[src/rtl/conv_mac_accum_pkg.sv]
// Shared widths, q7 limits and the rounding helper for the conv MAC/requantise path.
package conv_mac_accum_pkg;

  localparam int BYTE   = 8;
  localparam int PROD_W = 2 * BYTE;
  localparam int Q7_MIN = -128;
  localparam int Q7_MAX = 127;

  // Half-LSB constant added before an arithmetic right shift by 'shift'
  // (round half up); zero when there is no shift.
  function automatic longint round_bias(input int shift);
    return (shift == 0) ? 64'sd0 : (64'sd1 <<< (shift - 1));
  endfunction

endpackage

[src/rtl/conv_mac_accum_requant.sv]
// Combinational requantiser: round, arithmetic shift, clamp to q7, optional ReLU.
module conv_requant
  import conv_mac_accum_pkg::*;
#(
  parameter int ACC_W     = 32,
  parameter int OUT_SHIFT = 9,
  parameter int RELU      = 0
) (
  input  logic signed [ACC_W-1:0] acc,
  output logic signed [BYTE-1:0]  data
);

  // One guard bit so the rounding add cannot wrap at the top of the acc range.
  localparam int RW = ACC_W + 1;
  localparam logic signed [RW-1:0] RND = RW'(round_bias(OUT_SHIFT));
  localparam logic signed [RW-1:0] HI  = RW'(Q7_MAX);
  localparam logic signed [RW-1:0] LO  = RW'(Q7_MIN);

  logic signed [RW-1:0] ext;
  logic signed [RW-1:0] rsum;
  logic signed [RW-1:0] shifted;

  // Round, shift, saturate to q7, then clamp negatives when ReLU is enabled.
  always_comb begin
    ext     = {acc[ACC_W-1], acc};
    rsum    = ext + RND;
    shifted = rsum >>> OUT_SHIFT;
    if (shifted > HI) begin
      data = HI[BYTE-1:0];
    end else if (shifted < LO) begin
      data = LO[BYTE-1:0];
    end else begin
      data = shifted[BYTE-1:0];
    end
    if (RELU != 0 && data[BYTE-1]) begin
      data = '0;
    end
  end

endmodule

[src/rtl/conv_mac_accum.sv]
// Three-stage MAC accumulator: product register, saturating accumulate, requantised output.
module conv_mac_accum
  import conv_mac_accum_pkg::*;
#(
  parameter int CONV_DIM_OUT = 32,
  parameter int CONV_OUT_CH  = 32,
  parameter int BIAS_SHIFT   = 0,
  parameter int OUT_SHIFT    = 9,
  parameter int RELU         = 0,
  parameter int ACC_W        = 32,
  parameter int ADDR_W       = 16
) (
  input  logic                     clk,
  input  logic                     reset,
  input  logic                     start,
  input  logic                     mac_en,
  input  logic                     done,
  input  logic                     fin,
  input  logic signed [BYTE-1:0]   pix,
  input  logic signed [BYTE-1:0]   wgt,
  input  logic signed [BYTE-1:0]   bias,
  input  logic [BYTE-1:0]          idx_i,
  input  logic [BYTE-1:0]          idx_j,
  input  logic [BYTE-1:0]          idx_k,
  output logic                     out_valid,
  output logic signed [BYTE-1:0]   out_data,
  output logic [ADDR_W-1:0]        out_addr,
  output logic                     all_done,
  output logic                     acc_sat,
  output logic                     err
);

  // Wide enough for a fully shifted bias plus a product, or the acc plus a product.
  localparam int SUM_W = ((ACC_W > PROD_W + BYTE) ? ACC_W : PROD_W + BYTE) + 2;
  localparam logic signed [SUM_W-1:0] ACC_MAX = {{(SUM_W-ACC_W+1){1'b0}}, {(ACC_W-1){1'b1}}};
  localparam logic signed [SUM_W-1:0] ACC_MIN = {{(SUM_W-ACC_W+1){1'b1}}, {(ACC_W-1){1'b0}}};

  logic signed [PROD_W-1:0] prod1;
  logic                     mac1, start1, done1;
  logic signed [BYTE-1:0]   bias1;
  logic [BYTE-1:0]          i1, j1, k1;
  logic                     open;
  logic                     err_hit;

  logic signed [ACC_W-1:0]  acc;
  logic                     done2;
  logic [BYTE-1:0]          i2, j2, k2;
  logic signed [SUM_W-1:0]  base, addend, sum;
  logic                     sat_hi, sat_lo;
  logic signed [ACC_W-1:0]  acc_next;

  logic signed [BYTE-1:0]   rq;
  logic [ADDR_W-1:0]        addr_c;

  // Protocol errors: done with nothing open, or a new start before the open point closed.
  always_comb begin
    err_hit = (done && !open && !start) || (start && open);
  end

  // Stage 1: register the product and the control/index sidebands; track the open point.
  always_ff @(posedge clk) begin
    if (reset) begin
      prod1  <= '0;
      mac1   <= 1'b0;
      start1 <= 1'b0;
      done1  <= 1'b0;
      bias1  <= '0;
      i1     <= '0;
      j1     <= '0;
      k1     <= '0;
      open   <= 1'b0;
      err    <= 1'b0;
    end else begin
      prod1  <= PROD_W'(pix) * PROD_W'(wgt);
      mac1   <= mac_en;
      start1 <= start;
      done1  <= done;
      if (start) bias1 <= bias;
      if (done) begin
        i1 <= idx_i;
        j1 <= idx_j;
        k1 <= idx_k;
      end
      open <= (open || start) && !done;
      if (err_hit) err <= 1'b1;
    end
  end

  // Seed or accumulate, saturating to the ACC_W range.
  always_comb begin
    base     = start1 ? (SUM_W'(bias1) <<< BIAS_SHIFT) : SUM_W'(acc);
    addend   = mac1 ? SUM_W'(prod1) : '0;
    sum      = base + addend;
    sat_hi   = sum > ACC_MAX;
    sat_lo   = sum < ACC_MIN;
    acc_next = sat_hi ? ACC_MAX[ACC_W-1:0] : (sat_lo ? ACC_MIN[ACC_W-1:0] : sum[ACC_W-1:0]);
  end

  // Stage 2: accumulator update and index hand-over.
  always_ff @(posedge clk) begin
    if (reset) begin
      acc     <= '0;
      acc_sat <= 1'b0;
      done2   <= 1'b0;
      i2      <= '0;
      j2      <= '0;
      k2      <= '0;
    end else begin
      acc   <= acc_next;
      done2 <= done1;
      i2    <= i1;
      j2    <= j1;
      k2    <= k1;
      if (sat_hi || sat_lo) acc_sat <= 1'b1;
    end
  end

  conv_requant #(
    .ACC_W     (ACC_W),
    .OUT_SHIFT (OUT_SHIFT),
    .RELU      (RELU)
  ) u_requant (
    .acc  (acc),
    .data (rq)
  );

  // HWC address; wraps at ADDR_W by design.
  always_comb begin
    addr_c = (ADDR_W'(j2) * ADDR_W'(CONV_DIM_OUT) + ADDR_W'(k2)) * ADDR_W'(CONV_OUT_CH)
             + ADDR_W'(i2);
  end

  // Stage 3: result register and completion flag.
  always_ff @(posedge clk) begin
    if (reset) begin
      out_valid <= 1'b0;
      out_data  <= '0;
      out_addr  <= '0;
      all_done  <= 1'b0;
    end else begin
      out_valid <= done2;
      if (done2) begin
        out_data <= rq;
        out_addr <= addr_c;
      end
      if (fin && !done1 && !done2 && !out_valid) all_done <= 1'b1;
    end
  end

endmodule
[config.mk]
export PLATFORM = sky130hd
export DESIGN_NAME = conv_mac_accum
export DESIGN_NICKNAME = d
export VERILOG_FILES = /design/src/rtl/conv_mac_accum_pkg.sv /design/src/rtl/conv_mac_accum_requant.sv /design/src/rtl/conv_mac_accum.sv
export SDC_FILE = /design/constraint.sdc
export NUM_CORES = 1
export LEC_CHECK = 0
export ABC_CLOCK_PERIOD_IN_PS = 6230
export CAP_MARGIN = 5
export CORE_ASPECT_RATIO = 0.75
export CORE_MARGIN = 4
export CORE_UTILIZATION = 59
export DETAILED_ROUTE_END_ITERATION = 8
export HOLD_SLACK_MARGIN = 0.08
export PLACE_DENSITY = 0.9
export SLEW_MARGIN = 20
export SYNTH_ARGS = -nofsm -noshare
export SYNTH_HDL_FRONTEND = slang
export SYNTH_HIERARCHICAL = 1
export SYNTH_SLANG_ARGS = --single-unit
[constraint.sdc]
create_clock -name clk -period 6.23 [get_ports clk]
set_input_delay 1.246 -clock clk [delete_from_list [all_inputs] [get_ports clk]]
set_output_delay 1.246 -clock clk [all_outputs]
set_load 0.005 [all_outputs]
Word-level counts from Yosys, hierarchy flattened
Index checks and enable logic that the tools add are counted.

Output and inout port bits: 28. Flip-flop bits (word level): 133.

Reductions and logical operators: 17. $mul: 1. $add $sub $neg: 4. Multiplexer cells: 6. Magnitude comparators: 4.

Operators by type and width (count): $mux W34 (2); $add A34 B34 Y34 (1); $gt A34 B32 Y1 const B (1); $lt A34 B32 Y1 const B (1); $add A32 B10 Y33 const B (1); $mux W32 (1); $mux W31 (1); $gt A24 B8 Y1 const B (1); $lt A24 B8 Y1 const B (1); $add A16 B8 Y16 (1); $mul A8 B8 Y16 (1); $mux W8 (2); $add A11 B8 Y11 (1); $logic_and A1 B1 Y1 (7); $logic_not A1 Y1 (6); $logic_or A1 B1 Y1 (3); $reduce_or A2 Y1 (1).

Logic depth before layout (Yosys ltp)
Word-level depth: 5. Gate-level depth with buffers: 19.

Modules after synthesis
Netlist, hierarchy kept.

By module, submodules not included: conv_mac_accum (instances 1, cells an instance 974, area each 8904.8 µm²); conv_requant (instances 1, cells an instance 95, area each 723.2 µm²).

Worst setup path before layout
OpenSTA, ideal clock, no wires.

Kind: input to register. From: in pix[0]. To: reg prod1[14]. Data arrival time: 5.037 ns. Setup time: 0.121 ns. Setup slack: 1.072 ns. Buffers on the path: 0. Cell stages on the path: 15. Cells stage by stage: nand2b_1 > fa_1 > fa_1 > inv_1 > fa_1 > fa_1 > ha_1 > o21ai_0 > a21oi_1 > o21ai_0 > nand2b_1 > a21o_1 > a21o_1 > a31oi_1 > mux2_2.

Word-level cells in the longest chain between the ends: 1.

RTL lines: start, declared (line conv_mac_accum.sv:19) `input logic signed [BYTE-1:0] pix,`; $mul A8 B8 Y16 (line conv_mac_accum.sv:74) `prod1 <= PROD_W'(pix) * PROD_W'(wgt);`; end signal, assigned (line conv_mac_accum.sv:74); end, declared (line conv_mac_accum.sv:38) `logic signed [PROD_W-1:0] prod1;`.

No other way between the ends. A chain may end at the register's enable or synchronous reset.

Worst setup path in the final report
From: in wgt[4]. To: reg prod1[14].

Word-level cells in the longest chain between the ends: 1.

RTL lines: start, declared (line conv_mac_accum.sv:20) `input logic signed [BYTE-1:0] wgt,`; $mul A8 B8 Y16 (line conv_mac_accum.sv:74).

No other way between the ends.

==> flow_summary.html <==
<table>
<tr><th>Metric</th><th>Value</th></tr>
<tr><th colspan="2">Status</th></tr>
<tr><td>Run status</td><td>finished clean</td></tr>
<tr><th colspan="2">Worst setup path</th></tr>
<tr><td>Critical-path maximum fanout</td><td>8</td></tr>
<tr><td>Depth of the worst register-to-register path</td><td>15</td></tr>
<tr><td>CP max stage cell</td><td>sky130_fd_sc_hd__clkdlybuf4s50_1</td></tr>
<tr><td>Series of cell instances along the critical path</td><td>clkdlybuf4s50_1 -&gt; nand2_1 -&gt; fa_1 -&gt; inv_1 -&gt; fa_1 -&gt; fa_1 -&gt; fa_1 -&gt; ha_1 -&gt; nor2b_1 -&gt; o21ai_0 -&gt; a21oi_1 -&gt; o21ai_0 -&gt; nand2b_1 -&gt; a21o_1 -&gt; a21o_1 -&gt; a31oi_1 -&gt; mux2_2</td></tr>
<tr><td>Critical Path RT</td><td>approximately 6500 ps</td></tr>
<tr><td>Kind of launch point of the worst setup path</td><td>input pin</td></tr>
<tr><td>Kind of capture point of the worst setup path</td><td>flip-flop</td></tr>
<tr><td>Biggest cell delay along the critical path</td><td>640 ps</td></tr>
<tr><td>Critical path arrival</td><td>between 5000 and 6000 ps</td></tr>
<tr><td>Cell repeated most along the worst path</td><td>sky130_fd_sc_hd__fa_1</td></tr>
<tr><td>Type of the setup path with the least slack</td><td>input pin to flip-flop</td></tr>
<tr><th colspan="2">Routing</th></tr>
<tr><td>Starting DRT DRC Count</td><td>between 500 and 600</td></tr>
<tr><td>Vias/cell</td><td>between 5 and 6</td></tr>
<tr><td>Iteration count of the initial detailed-routing pass</td><td>5</td></tr>
<tr><td>Routed length per placed instance</td><td>roughly 17 µm</td></tr>
<tr><td>Antenna violation net count after detailed routing</td><td>0</td></tr>
<tr><td>Routed via count</td><td>roughly 8,000</td></tr>
<tr><td>Number of design rule violations left after detail routing</td><td>0</td></tr>
<tr><td>Wirelength, routed</td><td>around 22,000 µm</td></tr>
<tr><th colspan="2">Timing</th></tr>
<tr><td>Clock skew</td><td>about 7 ps</td></tr>
<tr><td>Final slew viol count</td><td>0</td></tr>
<tr><td>Worst hold margin</td><td>between 400 and 500 ps</td></tr>
<tr><td>Setup repair after global routing missed its margin</td><td>false</td></tr>
<tr><td>Headroom to the max-slew limit</td><td>38.8%</td></tr>
<tr><td>Setup violations, final</td><td>0</td></tr>
<tr><td>Final TNS setup</td><td>0 ps</td></tr>
<tr><td>Transition at the pin with the smallest max-transition slack</td><td>around 920 ps</td></tr>
<tr><td>Final period utilization</td><td>90.5%</td></tr>
<tr><td>Highest clock rate</td><td>around 180 MHz</td></tr>
<tr><td>Time the final worst path needs with I/O delays and setup</td><td>roughly 5600 ps</td></tr>
<tr><td>Worst setup margin</td><td>591 ps</td></tr>
<tr><td>Final count of hold timing violations</td><td>0</td></tr>
<tr><th colspan="2">Placed design</th></tr>
<tr><td>IO buf count</td><td>79</td></tr>
<tr><td>Placement-stage cell area</td><td>0.0106 mm²</td></tr>
<tr><td>Half-perimeter wire length of the detailed placement result</td><td>around 16,000 µm</td></tr>
<tr><td>Worst setup slack before clock tree synthesis</td><td>about 180 ps</td></tr>
<tr><td>RD Place Congestion</td><td>between 0.9 and 1</td></tr>
<tr><td>Total instance count after detailed placement</td><td>about 1,300</td></tr>
<tr><th colspan="2">Clocking</th></tr>
<tr><td>Clock latency on the worst-skew pair</td><td>420 ps</td></tr>
<tr><td>Total CTS buffers</td><td>17</td></tr>
<tr><td>Clock-pin slew on the worst setup and hold paths</td><td>~50 ps</td></tr>
<tr><td>Clock tree sinks</td><td>133</td></tr>
<tr><td>TritonCTS clock tree</td><td>yes</td></tr>
<tr><td>Hold_buf cts</td><td>0</td></tr>
<tr><td>Postcts setup bufs</td><td>0</td></tr>
<tr><td>Post_cts resized</td><td>0</td></tr>
<tr><td>Clock H-tree levels</td><td>4</td></tr>
<tr><td>Maximum count of clock buffers along a single path</td><td>2</td></tr>
<tr><td>CTS root buf</td><td>sky130_fd_sc_hd__clkbuf_16</td></tr>
<tr><th colspan="2">Synthesis</th></tr>
<tr><td>Combinational family with the most area after synthesis</td><td>adder cells</td></tr>
<tr><td>Number of distinct library cell variants in the gate-level netlist after synthesis</td><td>just over 70</td></tr>
<tr><td>Post-synthesis mux area share</td><td>under 10%</td></tr>
<tr><td>Share of the synthesized area in the top cell type</td><td>approximately 28%</td></tr>
<tr><td>Adder-cell share of the synthesized area</td><td>roughly a fifth</td></tr>
<tr><td>Post-Synthesis Net Count</td><td>around 1,200</td></tr>
<tr><td>Main flop type after synthesis</td><td>sky130_fd_sc_hd__dfxtp_1</td></tr>
<tr><td>Fraction of synthesis flops using an asynchronous set or reset pin</td><td>0%</td></tr>
<tr><td>Synth Area in XOR/XNOR</td><td>6.19%</td></tr>
<tr><td>Mean instance size in the synthesized netlist</td><td>roughly 9 µm²</td></tr>
<tr><td>List of most frequent post-synthesis cells</td><td>sky130_fd_sc_hd__dfxtp_1, sky130_fd_sc_hd__nor2_1, sky130_fd_sc_hd__inv_1, sky130_fd_sc_hd__ha_1, sky130_fd_sc_hd__nand2_1</td></tr>
<tr><td>Total of warnings raised by yosys</td><td>6</td></tr>
<tr><td>Cell count after synthesis</td><td>~1,100</td></tr>
<tr><td>Area of the mapped netlist</td><td>0.00963 mm²</td></tr>
<tr><td>Cell type with the highest aggregate area in the netlist</td><td>sky130_fd_sc_hd__dfxtp_1</td></tr>
<tr><td>Post-synth EDFFs</td><td>0</td></tr>
<tr><td>Cell types with the largest area share after synthesis</td><td>sky130_fd_sc_hd__dfxtp_1, sky130_fd_sc_hd__fa_1, sky130_fd_sc_hd__ha_1</td></tr>
<tr><td>Cell with the most instances after synthesis</td><td>sky130_fd_sc_hd__dfxtp_1</td></tr>
<tr><td>Synth Area in Compound Gates</td><td>between 10% and 20%</td></tr>
<tr><td>Number of flip-flops and latches in the synthesized netlist</td><td>133</td></tr>
<tr><td>Proportion of synthesized chip area in sequential cells</td><td>around 28%</td></tr>
<tr><td>Simple-Gate Fraction of Synth Area</td><td>between 10% and 20%</td></tr>
<tr><th colspan="2">Finish</th></tr>
<tr><td>Antenna Cells</td><td>0</td></tr>
<tr><td>Number of cells in the finished layout apart from fillers</td><td>1,358</td></tr>
<tr><td>Summed area of non-filler cells in the final layout</td><td>about 0.011 mm²</td></tr>
<tr><td>Area grow syn2layout</td><td>16.0%</td></tr>
<tr><td>Share of cells above drive strength 1</td><td>6.97%</td></tr>
<tr><td>Core utilization of the finished layout</td><td>69.8%</td></tr>
<tr><td>Net count of the finished layout</td><td>about 1,300</td></tr>
<tr><td>Count of fill cells added during filler insertion</td><td>1,151</td></tr>
<tr><th colspan="2">GRT</th></tr>
<tr><td>Grt met2 use</td><td>40.5%</td></tr>
<tr><td>Wire length of the first global-routing pass</td><td>36,800 µm</td></tr>
<tr><td>Total congestion overflow</td><td>0</td></tr>
<tr><td>Global routing usage on met3</td><td>about 5.1%</td></tr>
<tr><td>Largest net degree at the start of global routing</td><td>95</td></tr>
<tr><td>GR Layer Usage met1</td><td>~32%</td></tr>
<tr><td>Antenna violations before repair</td><td>1</td></tr>
<tr><td>Gr busiest metal</td><td>met2</td></tr>
<tr><td>Via count of the first global-routing pass</td><td>7,662</td></tr>
<tr><td>Global Route Usage Sum</td><td>roughly a quarter</td></tr>
<tr><th colspan="2">Pwr</th></tr>
<tr><td>Peak VDD IR</td><td>around 210 µV</td></tr>
<tr><td>Total power</td><td>3.32 mW</td></tr>
<tr><td>Areal power density over the cells</td><td>roughly 300 mW/mm²</td></tr>
<tr><td>P_leak</td><td>around 5.2 nW</td></tr>
<tr><th colspan="2">Die</th></tr>
<tr><td>Full die area</td><td>0.0184 mm²</td></tr>
<tr><td>Horizontal die dimension</td><td>between 150 and 200 µm</td></tr>
<tr><td>Starting density of the core</td><td>60.1%</td></tr>
<tr><td>Core ar.</td><td>0.0160 mm²</td></tr>
<tr><td>Height of the die</td><td>about 120 µm</td></tr>
<tr><td>Number of ports placed on the die boundary</td><td>82</td></tr>
<tr><td>Row cnt</td><td>40</td></tr>
<tr><th colspan="2">Hold path</th></tr>
<tr><td>Class of the worst hold path</td><td>flip-flop to flip-flop</td></tr>
<tr><td>Worst hold path depth</td><td>2</td></tr>
<tr><th colspan="2">Run</th></tr>
<tr><td>Max-Cap Viols</td><td>0</td></tr>
</table>
[path summary, 6_finish.rpt]
kind          endpoint  slack (ps)    start
max          prod1[14]         590   wgt[4]
min reg2reg    acc_sat         460  acc_sat
max reg2reg    acc[15]        1780   start1
min            acc_sat         460  acc_sat
[where the power goes]
| part | internal (mW) | switching, mW |
|---|---|---|
| Combinational | 0.611 | 0.677 |
| Sequential | 0.949 | 0.0726 |
| Clock | 0.639 | 0.375 |
[sequential cells by signal (all words and copies together), names as in the netlist, 6 cells and up]
signal and flops:
i1 8, bias1 8, out_data 8, out_addr 16, k1 8, prod1 16, j2 6, acc 32
j1 6, i2 8, k2 8
[cell families (layout without fill, tap and decap cells)]
| logic type | count (synthesis) | after routing |
|---|---|---|
| compound gates | 205 | 205 |
| xor+xnor | 68 | 68 |
| fa+ha+maj | 126 | 126 |
| buf+inv | 139 | 218 |
| flops | 133 | 133 |
| mux | 58 | 58 |
| simple gates | 340 | 340 |
[final cells by class]
class | count | area, µm² | area share (%)
Timing Repair Buffer | 88 | 856 | 7.66
Clock buffer | 20 | 447 | 4.00
Clock inverter | 11 | 151 | 1.36
Inverter | 99 | 372 | 3.33
Sequential cell | 133 | 2660 | 23.8
Multi-Input combinational cell | 797 | 6420 | 57.5
Tap cell | 210 | 263 | 2.35
[cells in the final DEF, fill, tap and decap left out, types with 3 or more instances in the layout]
| cell | synthesis | layout |
|---|---|---|
| sky130_fd_sc_hd__o21bai_1 | 6 | 6 |
| sky130_fd_sc_hd__nand3_1 | 18 | 18 |
| sky130_fd_sc_hd__nand4_1 | 8 | 8 |
| sky130_fd_sc_hd__a31oi_1 | 9 | 9 |
| sky130_fd_sc_hd__clkdlybuf4s50_1 | 0 | 78 |
| sky130_fd_sc_hd__a21oi_2 | 7 | 8 |
| sky130_fd_sc_hd__a21oi_1 | 39 | 38 |
| sky130_fd_sc_hd__o21ai_0 | 47 | 47 |
| sky130_fd_sc_hd__bufinv_16 | 0 | 3 |
| sky130_fd_sc_hd__nor4_4 | 3 | 3 |
| sky130_fd_sc_hd__buf_4 | 0 | 10 |
| sky130_fd_sc_hd__ha_1 | 68 | 68 |
| sky130_fd_sc_hd__and3_1 | 11 | 11 |
| sky130_fd_sc_hd__nor4_2 | 3 | 3 |
| sky130_fd_sc_hd__a211oi_1 | 8 | 8 |
| sky130_fd_sc_hd__clkbuf_16 | 0 | 17 |
| sky130_fd_sc_hd__and2_1 | 58 | 58 |
| sky130_fd_sc_hd__xnor2_1 | 44 | 44 |
| sky130_fd_sc_hd__inv_1 | 99 | 99 |
| sky130_fd_sc_hd__clkinvlp_4 | 0 | 4 |
| sky130_fd_sc_hd__a21o_1 | 51 | 51 |
| sky130_fd_sc_hd__mux2_2 | 9 | 9 |
| sky130_fd_sc_hd__nor3_1 | 12 | 12 |
| sky130_fd_sc_hd__nor2b_1 | 42 | 42 |
| sky130_fd_sc_hd__fa_1 | 58 | 58 |
| sky130_fd_sc_hd__xor2_1 | 24 | 24 |
| sky130_fd_sc_hd__a221oi_1 | 4 | 4 |
| sky130_fd_sc_hd__dfxtp_1 | 133 | 133 |
| sky130_fd_sc_hd__nand2_1 | 59 | 59 |
| sky130_fd_sc_hd__nor2_1 | 103 | 103 |
| sky130_fd_sc_hd__nand2b_1 | 7 | 7 |
| sky130_fd_sc_hd__and4_1 | 3 | 3 |
| sky130_fd_sc_hd__mux2i_1 | 49 | 49 |
| sky130_fd_sc_hd__o21a_1 | 3 | 3 |
[layer usage]
metal	wire, µm	up-vias
met5	19	-
met4	430	2
met3	1470	44
met2	10600	281
met1	9900	3709
li1	-	3746
[worst max-delay path, delay by kind of cell]
kind	cells	cell delay, ps
adder cells (fa/ha/maj)	5	2170
AO/OA/AOI/OAI	6	1070
buffers and inverters	2	730
AND/OR/NAND/NOR	3	380
multiplexers	1	350
Note: power is estimated with default switching activity, not from simulation.
